$ cat config.mk
export PLATFORM = sky130hd
export DESIGN_NAME = elevator_shaft
export DESIGN_NICKNAME = d
export VERILOG_FILES = /design/src/rtl/elevator_shaft_pkg.sv /design/src/rtl/elevator_shaft_door_timer.sv /design/src/rtl/elevator_shaft.sv
export SDC_FILE = /design/constraint.sdc
export NUM_CORES = 1
export LEC_CHECK = 0
export CAP_MARGIN = 20
export CORE_ASPECT_RATIO = 1.4
export CORE_MARGIN = 2
export CORE_UTILIZATION = 55
export CTS_BUF_LIST = sky130_fd_sc_hd__clkbuf_4 sky130_fd_sc_hd__clkbuf_8
export CTS_CLUSTER_DIAMETER = 80
export DETAILED_ROUTE_END_ITERATION = 6
export GPL_TIMING_DRIVEN = 1
export PLACE_DENSITY = 0.95
export SKIP_CTS_REPAIR_TIMING = 1
export SYNTH_ARGS = -nofsm -noshare
export SYNTH_HDL_FRONTEND = slang
export SYNTH_SLANG_ARGS = --single-unit
$ cat constraint.sdc
create_clock -name clk -period 3.7 [get_ports clk]
set_input_delay 0.74 -clock clk [delete_from_list [all_inputs] [get_ports clk]]
set_output_delay 0.74 -clock clk [all_outputs]
set_load 0.05 [all_outputs]
$ cat src/rtl/elevator_shaft_pkg.sv
// Shared encodings for the shaft plant and the movement controller:
// motor command codes, door FSM states and fault bit positions.
package elevator_shaft_pkg;

   localparam logic [1:0] MOTOR_IDLE    = 2'b00;
   localparam logic [1:0] MOTOR_ILLEGAL = 2'b01;
   localparam logic [1:0] MOTOR_UP      = 2'b10;
   localparam logic [1:0] MOTOR_DOWN    = 2'b11;

   typedef enum logic [1:0] {
      DOOR_CLOSED,
      DOOR_OPENING,
      DOOR_OPEN,
      DOOR_CLOSING
   } door_state_e;

   localparam int FLT_INTERLOCK  = 0;
   localparam int FLT_OVERTRAVEL = 1;
   localparam int FLT_ILLEGAL    = 2;

   // One-hot floor sensor for a car position; zero between floors.
   function automatic logic [3:1] floor_onehot(input int unsigned p, input int unsigned travel);
      if (p == 0)             return 3'b001;
      else if (p == travel)   return 3'b010;
      else if (p == 2*travel) return 3'b100;
      else                    return 3'b000;
   endfunction

endpackage

$ cat src/rtl/elevator_shaft_door_timer.sv
// Cab door model: CLOSED/OPENING/OPEN/CLOSING with a stroke timer of
// DOOR_TICKS cycles in each moving phase.
module elevator_shaft_door_timer
   import elevator_shaft_pkg::*;
#(
   parameter int DOOR_TICKS = 4
) (
   input  logic clk,
   input  logic RST,
   input  logic aligned,
   input  logic request,
   input  logic motor_idle,
   output logic door_closed,
   output logic door_open
);

   localparam int CW = $clog2(DOOR_TICKS + 1);
   localparam logic [CW-1:0] CNT_LOAD = CW'(DOOR_TICKS);
   localparam logic [CW-1:0] CNT_ONE  = CW'(1);

   door_state_e   state, state_next;
   logic [CW-1:0] cnt, cnt_next;

   // NOTE: state registers use non-blocking assignments so every flop samples
   // pre-edge values; the combinational block below uses blocking ones.
   always_ff @(posedge clk or negedge RST) begin
      if (!RST) begin
         state <= DOOR_CLOSED;
         cnt   <= '0;
      end else begin
         state <= state_next;
         cnt   <= cnt_next;
      end
   end

   // NOTE: every output of this block is defaulted first so no path leaves a
   // variable unassigned, which would otherwise infer a latch.
   always_comb begin
      state_next = state;
      cnt_next   = cnt;
      unique case (state)
         DOOR_CLOSED: begin
            if (aligned && request && motor_idle) begin
               state_next = DOOR_OPENING;
               cnt_next   = CNT_LOAD;
            end
         end
         DOOR_OPENING: begin
            if (cnt == CNT_ONE) state_next = DOOR_OPEN;
            else                cnt_next   = cnt - CNT_ONE;
         end
         DOOR_OPEN: begin
            if (!request) begin
               state_next = DOOR_CLOSING;
               cnt_next   = CNT_LOAD;
            end
         end
         DOOR_CLOSING: begin
            // A renewed request reverses the stroke, even on the final tick.
            if (request) begin
               state_next = DOOR_OPENING;
               cnt_next   = CNT_LOAD;
            end else if (cnt == CNT_ONE) begin
               state_next = DOOR_CLOSED;
            end else begin
               cnt_next = cnt - CNT_ONE;
            end
         end
         default: state_next = DOOR_CLOSED;
      endcase
   end

   assign door_closed = (state == DOOR_CLOSED);
   assign door_open   = (state == DOOR_OPEN);

endmodule

$ cat src/rtl/elevator_shaft.sv
// Three-floor shaft plant: car position counter, floor sensors, cab door
// and sticky fault flags, answering the movement controller's commands.
module elevator_shaft
   import elevator_shaft_pkg::*;
#(
   parameter int TRAVEL_TICKS = 8,
   parameter int DOOR_TICKS   = 4,
   parameter int INIT_FLOOR   = 1,
   localparam int W           = $clog2(2*TRAVEL_TICKS + 1)
) (
   input  logic         clk,
   input  logic         RST,
   input  logic [1:0]   motorIn,
   input  logic [3:1]   doorIn,
   output logic [3:1]   loc,
   output logic [3:1]   doorOpen,
   output logic [W-1:0] pos,
   output logic [2:0]   fault
);

   localparam logic [W-1:0] POS_MAX  = W'(2*TRAVEL_TICKS);
   localparam logic [W-1:0] POS_INIT = W'((INIT_FLOOR-1)*TRAVEL_TICKS);
   localparam logic [W-1:0] POS_ONE  = W'(1);

   logic         door_closed, door_open;
   logic         aligned, request, motor_idle;
   logic [W-1:0] pos_next;
   logic [2:0]   fault_set;

   // loc is exactly the aligned-floor one-hot of the current pos.
   assign aligned    = |loc;
   assign request    = |(doorIn & loc);
   assign motor_idle = (motorIn == MOTOR_IDLE);

   elevator_shaft_door_timer #(
      .DOOR_TICKS (DOOR_TICKS)
   ) u_door (
      .clk         (clk),
      .RST         (RST),
      .aligned     (aligned),
      .request     (request),
      .motor_idle  (motor_idle),
      .door_closed (door_closed),
      .door_open   (door_open)
   );

   always_comb begin
      pos_next  = pos;
      fault_set = '0;
      if (motorIn == MOTOR_ILLEGAL) fault_set[FLT_ILLEGAL] = 1'b1;
      if (!motor_idle && !door_closed) begin
         fault_set[FLT_INTERLOCK] = 1'b1;
      end else if (motorIn == MOTOR_UP) begin
         if (pos == POS_MAX) fault_set[FLT_OVERTRAVEL] = 1'b1;
         else                pos_next = pos + POS_ONE;
      end else if (motorIn == MOTOR_DOWN) begin
         if (pos == '0) fault_set[FLT_OVERTRAVEL] = 1'b1;
         else           pos_next = pos - POS_ONE;
      end
   end

   // NOTE: all plant state, including the sticky faults, is cleared by reset
   // so a mid-stroke or mid-travel reset lands in a known configuration.
   always_ff @(posedge clk or negedge RST) begin
      if (!RST) begin
         pos   <= POS_INIT;
         loc   <= floor_onehot(32'(POS_INIT), TRAVEL_TICKS);
         fault <= '0;
      end else begin
         pos   <= pos_next;
         loc   <= floor_onehot(32'(pos_next), TRAVEL_TICKS);
         fault <= fault | fault_set;
      end
   end

   assign doorOpen = door_open ? loc : 3'b000;

endmodule

Word-level counts from Yosys, hierarchy flattened
Index checks and enable logic that the tools add are counted.
- bits in registers: 16
- input port bits: 7
- reductions and logical operators: 13
- bitwise gates (word level): 2
- eq/ne operators: 14
- muxes and demuxes: 27
- add/sub/neg operators: 3
- operator list (cell ; count):
    5-bit 2-to-1 mux ; 5
    3-bit 2-to-1 mux ; 8
    3-bit one-hot mux with 4 select lines ; 1
    5-bit equality test, second input constant ; 2
    5-bit zero test ; 2
    2-bit 2-to-1 mux ; 5
    2-bit equality test, second input constant ; 4
    2-bit one-hot mux with 4 select lines ; 1
    1-bit 2-to-1 mux ; 7
    3-bit OR reduction ; 2
    5-bit by 1-bit adder with 5-bit output, second input constant ; 1
    5-bit by 4-bit equality test with 1-bit output, second input constant ; 1
    5-bit by 1-bit subtractor with 5-bit output, second input constant ; 1
    2-bit by 1-bit equality test with 1-bit output, second input constant ; 2
    2-bit zero test ; 2
    2-bit by 1-bit inequality test with 1-bit output, second input constant ; 2
    4-bit AND reduction ; 1
    3-bit bitwise AND ; 1
    3-bit by 1-bit equality test with 1-bit output, second input constant ; 1
    1-bit logical AND ; 3
    3-bit by 1-bit inequality test with 1-bit output, second input constant ; 1
    3-bit bitwise OR ; 1
    3-bit by 1-bit subtractor with 3-bit output, second input constant ; 1
    1-bit zero test ; 2
    other kinds (2) ; 2

Depth between registers and ports, before layout
Gate-level depths: netlist (run 1).
- depth after elaboration: 9
- mapped depth: 8
- depth with buffers taken out: 7

Cells and area by module
Synthesis (run 1) repeated with hierarchy kept, for this count alone.
- cell total of the unflattened synthesis: 109
- area, all modules: 1067.3 µm²
- modules (own cells, without submodules) (module ; area each (µm²) ; seq. area each (µm²) ; cells each ; instances):
    elevator_shaft ; 693.2 ; 276.5 ; 71 ; 1
    elevator_shaft_door_timer ; 374.1 ; 125.1 ; 38 ; 1

Least setup slack after synthesis (run 1)
OpenSTA, ideal clock, no wires.
- path kind: register to register
- from: register pos[0]
- to: register loc[2] (netlist bit)
- period minus slack after synthesis: 2.298 ns
- cell stages (with the launch flop): 8
- path buffers: 0
- data required time: 3.620 ns
- slack: 1.402 ns
- arrival: 2.218 ns
- library setup time: 0.080 ns
- cell sequence: dfrtp_1 inv_1 ha_1 or4b_4 or4b_1 o311ai_1 or3_4 nor3b_2
- longest elaborated chain between the ends: 8
- ends and longest elaborated chain (item ; RTL line ; text):
    from (decl) ; elevator_shaft.sv:17 ; output logic [W-1:0] pos,
    from (signal assigned) ; elevator_shaft.sv:70 ; pos <= pos_next;
    5-bit by 1-bit subtractor with 5-bit output or 5-bit zero test (tied branches) ; elevator_shaft.sv:58, elevator_shaft.sv:57 ;
    5-bit 2-to-1 mux ; elevator_shaft.sv:57 ; if (pos == '0) fault_set[FLT_OVERTRAVEL] = 1'b1;
    5-bit 2-to-1 mux ; elevator_shaft.sv:56 ; end else if (motorIn == MOTOR_DOWN) begin
    5-bit 2-to-1 mux (*) ; elevator_shaft.sv:53 ; end else if (motorIn == MOTOR_UP) begin
    5-bit 2-to-1 mux (*) ; elevator_shaft.sv:51 ; if (!motor_idle && !door_closed) begin
    named net pos_next[1] ; elevator_shaft.sv:27 ; logic [W-1:0] pos_next;
    5-bit by 4-bit equality test with 1-bit output ; elevator_shaft_pkg.sv:24 ; else if (p == travel) return 3'b010;
    3-bit 2-to-1 mux ; elevator_shaft_pkg.sv:24 ;
    3-bit 2-to-1 mux (*) ; elevator_shaft_pkg.sv:23 ; if (p == 0) return 3'b001;
    to (signal assigned) ; elevator_shaft.sv:67 ; loc <= floor_onehot(32'(POS_INIT), TRAVEL_TICKS);
    to (signal assigned) ; elevator_shaft.sv:71 ; loc <= floor_onehot(32'(pos_next), TRAVEL_TICKS);
    to (decl) ; elevator_shaft.sv:15 ; output logic [3:1] loc,
The timed path passes the listed nets; every way through them passes the cells marked *.
A chain may end at the register's enable or synchronous reset.

Final worst setup path (run 1)
- from: register u_door.state[0]
- to: output port doorOpen[3] (netlist bit)
- longest elaborated chain between the ends: 2
- ends and longest elaborated chain (item ; RTL line ; text):
    from (decl) ; elevator_shaft_door_timer.sv:21 ; door_state_e state, state_next;
    from (signal assigned) ; elevator_shaft_door_timer.sv:31 ; state <= state_next;
    2-bit equality test ; elevator_shaft_door_timer.sv:74 ; assign door_open = (state == DOOR_OPEN);
    3-bit 2-to-1 mux ; elevator_shaft.sv:76 ; assign doorOpen = door_open ? loc : 3'b000;
    to (decl) ; elevator_shaft.sv:16 ; output logic [3:1] doorOpen,
No other way between the ends.

==> results.txt, run 1 <==
----------------------------------------------------
[STA]
  Final Max Slew Viols ... 0
  Sum of negative setup slack ... 0 ns
  Final critical-path setup slack ... 0.956 ns
  Pin slew with the least headroom to its limit ... 0.670 ns
  Tightest slew margin relative to the limit ... 55.2%
  Clock period minus worst slack ... 2.74 ns
  Count of final hold-check violations ... 0
  Unrepaired setup endpoints after global routing ... no
  Period utilization ... 74.2%
  Worst-case clock skew ... 0.000238 ns
  Final count of negative-setup-slack endpoints ... 0
  Peak Freq ... 364 MHz

[Worst setup path]
  Depth of the worst register-to-register path ... 7
  Sort of element at the start of the critical path ... flip-flop
  Critical Path Fanout Max ... 4
  Critical path required time ... 2.96 ns
  Data arrival time at the worst-slack endpoint ... 2.00 ns
  Setup CP Type ... flip-flop to output pin
  Startpoint of the worst-slack reg-to-reg timing path ... pos[1]
  Register-to-register setup slack ... 1.48 ns
  Crit. End Element ... output pin
  Worst r2r dst ... loc[2]

[Floorplan]
  Starting density of the core ... 57.1%
  Floorplan core area ... 1950 um^2
  DIE AREA ... 2410 um^2
  Vertical die dimension ... 57.2 um
  Horizontal die dimension ... 42.0 um
  Top-level I/O count ... 21
  Cell row count ... 19

[Placed design]
  Post-detailed-placement cell area ... 1290 um^2
  Port Buffer Count ... 20
  Final HPWL from detailed placement ... 1870 um
  Placement Setup Slack ... 0.830 ns
  Gpl congestion ... 0.868

[Logic synthesis]
  Share of the synthesized area in the top cell type ... 33.7%
  Cell with the most instances after synthesis ... dfrtp_1
  Netlist cell types ... 50
  Top cells by count, synth ... dfrtp_1 (15), inv_1 (11), nand2_1 (9)
  Post-synth top flop ... dfrtp_1
  Avg Inst Size Synth ... 9.68 um^2
  Number of instances in the synthesized netlist ... 115
  Share of flip-flops with an asynchronous set or reset ... 100%
  Biggest area consumer among synthesized cells ... dfrtp_1
  Post-synthesis sequential area ratio ... 36.1%
  Count of yosys warnings during synthesis ... 0
  Syn nets ... 130
  Total of flip-flops plus latches after synthesis ... 16
  Post-Syn Area ... 1110 um^2
  Number of flops mapped to enable cells by yosys ... 0
  Dominant cells by area after synthesis ... dfrtp_1 (34%), ha_1 (9.0%), inv_1 (3.7%)

[Routing]
  Pre-Repair DR Iteration Count ... 5
  Post-route met1 wirelength ... 939 um
  WL met3 ... 79 um
  Post-route DRC violation count ... 0
  Via count normalized by instance count ... 6.27
  Via count ... 972
  Sum of routed wire length over all layers ... 2420 um
  Total met2 wirelength after detailed routing ... 1330 um
  Top routing layer in use ... met4
  Routed wirelength normalized by instance count ... 15.6 um
  Count of routing violations after the opening detailed-route iteration ... 19
  Final ANT Viol Nets ... 0

[Power and ir drop]
  Sw frac ... 48.4%
  Power per standard cell area ... 788 nW/um^2
  Clock share of power ... 9.7%
  Leakage power ... 0.000544 uW
  Combinational share of power ... 60.1%
  Cell-internal power ... 539 uW
  Psw ... 505 uW
  Peak supply drop ... 0.000528 V
  Sequential share of power ... 30.2%

[Clocking]
  Clock transition at path regs ... 0.09 ns
  H-tree lvl count ... 1
  Master cell of the clock root buffer ... clkbuf_4
  Worst skew pair latency ... 0.28 ns
  Number of sinks handled by clock tree synthesis ... 16
  Bufs on Longest Clock Path ... 2
  Clock tree from TritonCTS ... yes
  Cts bufs inserted ... 3

[GRT]
  Initial antenna violation count ... 0
  First-pass GRT wire length ... 4110 um
  Largest net degree at the start of global routing ... 17
  Combined global-route utilization of all metal layers ... 21.8%
  Total congestion overflow ... 0
  Number of global-route vias before repair ... 913

[Hold path]
  Hold Path Origin ... fault[0]
  Class of the tightest hold or removal check ... flip-flop to flip-flop
  Worst Hold Path Cells ... 1
  Worst-case hold path end point ... fault[0]

[Outcome]
  Run status ... finished clean

[Layout]
  Summed area of non-filler cells in the final layout ... 1320 um^2
  Share of post-route cells with drive strength above 1 ... 10.4%
  Ant. Diodes ... 0
  Nets ... 150
  P&R area growth vs syn ... 18.9%

[Job]
  Max capacitance violation total ... 0

----------------------------------------------------
worst max-delay path: stages (launching register included):
cell and delay [ns]:
dfrtp_1 0.41, inv_1 0.13, ha_1 0.22, and2_1 0.14, clkdlybuf4s50_1 0.81
stage by stage:
stage,instances,power (uW),hold WS [ns],util [%]
finish,155,1040,0.472,67.9
global route,155,1120,0.493,67.9
detailed placement,151,939,0.452,66.4
global placement,151,909,0.445,66.4
floorplan,115,785,0.444,-
CTS,155,1040,0.473,67.9
placed cells by master (no fill, tap or decap), drive strengths merged, types with 2 or more instances in the layout:
| cell type | count |
|---|---|
| nand2 | 9 |
| nor3 | 4 |
| o22ai | 2 |
| a21oi | 6 |
| inv | 11 |
| and2 | 3 |
| clkdlybuf4s50 | 20 |
| nand3 | 2 |
| dfrtp | 15 |
| nand2b | 4 |
| or4b | 3 |
| ha | 8 |
| o21ai | 4 |
| nor2 | 6 |
| clkbuf | 4 |
| o31ai | 2 |
| nor3b | 3 |
| nor2b | 2 |
registers in the layout, summed over array words and instances, names as in the netlist:
name	flops
u_door.state	2
fault	3
pos	5
u_door.cnt	3
loc	3
metal layers:
layer  vias to the layer above  GRT usage (%)
li1                        460              -
met1                       479           25.3
met2                        25           39.7
met3                         8           2.53
met4                         0           9.82
met5                         -              0
cells by family (layout without fill, tap and decap cells):
group	Yosys count	after routing	synth area share, %
flip-flops	16	16	36.1
multiplexers	2	2	1.91
AND/OR/NAND/NOR	44	44	25.3
AO/OA/AOI/OAI	27	27	18.3
XOR/XNOR	2	2	1.57
buffers and inverters	16	35	7.86
adder cells (fa/ha/maj)	8	8	8.99
power by group through the flow:
| stage | sequential [uW] | clock [uW] | combinational, uW |
|---|---|---|---|
| floorplan | 393 | 0 | 392 |
| global placement | 312 | 0 | 597 |
| detailed placement | 316 | 0 | 623 |
| CTS | 312 | 103 | 627 |
| global route | 326 | 111 | 682 |
| finish | 315 | 102 | 627 |
worst max path at each step:
stage                     from           to  depth (start not counted)
3_5_place_dp        motorIn[1]       loc[2]                          6
5_1_grt        u_door.state[0]  doorOpen[3]                          4
2_1_floorplan           pos[0]       loc[2]                          7
4_1_cts        u_door.state[0]  doorOpen[3]                          4
3_3_place_gp        motorIn[1]       loc[2]                          6
6_report       u_door.state[0]  doorOpen[3]                          4
layout make-up:
class,count,area [um^2]
sequential,16,402
multi-input combinational,83,624
fill,155,626
clock buffer,4,30.0
timing repair buffer,20,200
inverter,11,41.3
tap,21,26.3
No activity file was read; power rests on OpenSTA's default activity.
==> inputs of run 2 (changes only) <==
Settings changed: CORE_UTILIZATION 55 to 53, PLACE_DENSITY 0.95 to 0.93.
Clock period 3.7 ns to 2.55 ns, I/O delays scaled along.
==> run 2 against run 1 <==
Final cell count is 3.2% higher; total power is 51% higher; die area is 3.5% higher; clock power is 67% higher; first-iteration DRC count is 84% higher; clock skew is 0.0017 ns higher; critical path type unchanged; largest cell class unchanged; largest power group unchanged; highest routed layer unchanged.
==> results.txt, run 2 (synthesized netlist as in run 1, its figures left out) <==
----------------------------------------------------
[Placed design]
  Cell Count Post-Placement ... 156 (+3.3%)
  Port Buffer Count ... 20 (unchanged)
  Final HPWL from detailed placement ... 2040 um (+9.0%)
  Post-detailed-placement cell area ... 1330 um^2 (+2.9%)
  Gpl congestion ... 0.874 (+0.77%)

[Worst setup path]
  Sort of element at the start of the critical path ... flip-flop
  Critical path required time ... 2.04 ns (-0.92 ns)
  Data arrival time at the worst-slack endpoint ... 1.76 ns (-0.24 ns)
  Depth of the worst register-to-register path ... 7 (unchanged)
  Launch point of the critical path ... pos[3]
  Capture point of the critical path ... pos[3]
  Crit path buf inv count ... 1 (-1)
  Startpoint of the worst-slack reg-to-reg timing path ... pos[0]
  Crit. End Element ... output pin
  Worst r2r dst ... loc[1]
  Category of cells accounting for the largest share of critical-path delay ... buffers and inverters
  Setup CP Type ... flip-flop to output pin
  Register-to-register setup slack ... 0.30 ns (-1.18 ns)
  Critical Path Fanout Max ... 11 (+7)
  Cell with the largest stage delay on the worst path ... clkdlybuf4s50_1
  Crit-path cells ... clkdlybuf4s50_1
  Stages on worst setup path ... 1 (-3)
  Slowest stage delay, CP ... 0.89 ns (+0.08 ns)

[Layout]
  Commonest non-fill, non-tap cell in the layout ... clkdlybuf4s50_1
  Largest register FFs ... 5 (unchanged)
  Summed area of non-filler cells in the final layout ... 1380 um^2 (+3.9%)
  Nets ... 155 (+3.3%)
  Reg with most FFs ... pos
  Area of the multi-input gates ... 624 um^2 (unchanged)
  Share of post-route cells with drive strength above 1 ... 13.7% (+3.2 points)
  Most used cells in the layout excluding fill and tap cells ... clkdlybuf4s50_1 (17), dfrtp_1 (15), inv_1 (11)
  P&R area growth vs syn ... 23.5%
  Number of filler cells placed in the layout ... 145 (-6.5%)
  Non-filler cells, final ... 160 (+3.2%)
  Sequential cell area ... 402 um^2 (unchanged)
  Ant. Diodes ... 0 (unchanged)

[Power and ir drop]
  Power per standard cell area ... 1150 nW/um^2 (+45%)
  Peak supply drop ... 0.000777 V (+47%)
  Cell-internal power ... 822 uW (+52%)
  Sw frac ... 47.8% (-0.52 points)
  Leakage power ... 0.000627 uW (+15%)
  Sequential share of power ... 28.9% (-1.3 points)
  Clock share of power ... 10.8% (+1.1 points)
  Combinational share of power ... 60.3% (+0.2 points)
  Psw ... 754 uW (+49%)

[GRT]
  Combined global-route utilization of all metal layers ... 23.9% (+2.1 points)
  Total congestion overflow ... 0 (unchanged)
  First-pass GRT wire length ... 4590 um (+12%)
  Number of global-route vias before repair ... 1021 (+12%)
  Largest net degree at the start of global routing ... 17 (unchanged)
  Initial antenna violation count ... 0 (unchanged)

[Floorplan]
  Floorplan core area ... 1970 um^2 (+1.2%)
  DIE AREA ... 2490 um^2 (+3.5%)
  Starting density of the core ... 56.4% (-0.69 points)
  Horizontal die dimension ... 42.7 um (+1.7%)
  Top-level I/O count ... 21 (unchanged)
  Cell row count ... 19 (unchanged)
  Vertical die dimension ... 58.2 um (+1.7%)

[STA]
  Final Max Slew Viols ... 0 (unchanged)
  Worst-case clock skew ... 0.00189 ns (+0.00165 ns)
  Clock period minus worst slack ... 2.27 ns
  Sum of negative setup slack ... 0 ns (unchanged)
  Pin slew with the least headroom to its limit ... 0.729 ns (+0.0589 ns)
  Unrepaired setup endpoints after global routing ... no
  Count of final hold-check violations ... 0 (unchanged)
  Final count of negative-setup-slack endpoints ... 0 (unchanged)
  Period utilization ... 89.0%
  Tightest slew margin relative to the limit ... 51.2% (-3.9 points)
  Peak Freq ... 440 MHz

[Routing]
  Final ANT Viol Nets ... 0 (unchanged)
  Via count ... 1003 (+3.2%)
  Sum of routed wire length over all layers ... 2650 um (+9.7%)
  Post-route DRC violation count ... 0 (unchanged)
  Via count normalized by instance count ... 6.27 (about the same)
  Routed wirelength normalized by instance count ... 16.6 um (+6.2%)
  Count of routing violations after the opening detailed-route iteration ... 35 (+16)
  Pre-Repair DR Iteration Count ... 4 (-1)

[Clocking]
  Cts bufs inserted ... 3 (unchanged)
  Clock tree from TritonCTS ... yes
  Number of sinks handled by clock tree synthesis ... 16 (unchanged)
  Worst skew pair latency ... 0.29 ns (about the same)
  Bufs on Longest Clock Path ... 2 (unchanged)
  H-tree lvl count ... 1 (unchanged)
  Master cell of the clock root buffer ... clkbuf_4
  Clock transition at path regs ... 0.09 ns (about the same)

[Outcome]
  Run status ... finished clean

[Hold path]
  Hold Path Origin ... fault[1]
  Class of the tightest hold or removal check ... flip-flop to flip-flop

[Job]
  Max capacitance violation total ... 0 (unchanged)

----------------------------------------------------
run 2: cell count changes in the layout (fill, tap and decap cells not counted):
cell	change
buf_4	+5
clkdlybuf4s50_1	-3
dlymetal6s2s_1	+3
clkbuf_4	-1
clkbuf_8	+1
run 2: per-stage QoR:
stage | utilization (%) | power [uW] | hold WS, ns | setup WS (ns)
finish | 69.7 | 1580 | 0.473 | 0.280
detailed placement | 67.5 | 1400 | 0.457 | 0.0582
floorplan | - | 1140 | 0.214 | 0.252
global placement | 67.5 | 1340 | 0.445 | 0.111
CTS | 69.3 | 1570 | 0.478 | 0.0152
global route | 69.7 | 1690 | 0.502 | 0.114
run 2: area by class of cell:
class	count	area share (%)
Multi-Input combinational cell	83	45.4
Sequential cell	16	29.2
Timing Repair Buffer	25	17.8
Inverter	11	3.00
Clock buffer	4	2.64
Tap cell	21	1.91
run 2: worst min-delay path by stage:
stage,cells past startpoint,end
5_1_grt,1,fault[0]
6_report,1,fault[1]
4_1_cts,1,fault[0]
2_1_floorplan,0,fault[0]
3_5_place_dp,1,fault[0]
3_3_place_gp,1,fault[0]
run 2: power groups by stage:
stage | clock, uW | combinational [uW] | sequential, uW
after floorplan | 0 | 569 | 571
after global placement | 0 | 891 | 450
after detailed placement | 0 | 939 | 458
after CTS | 171 | 944 | 453
after global routing | 181 | 1040 | 469
final | 170 | 950 | 456
run 2: worst register-to-register path, stage by stage (launching register included):
cell      delay, ns
dfrtp_1        0.45
inv_1          0.12
ha_1           0.23
or4b_4         0.50
or4b_1         0.18
o311ai_1       0.12
or3_4          0.42
nor3_1         0.17
run 2: metal layers:
layer	routed length, um	vias to the layer above	track usage (%)
li1	-	467	-
met1	1060	492	28.5
met2	1400	35	41.6
met3	109	9	2.80
met4	80	0	12.1
met5	0	-	0
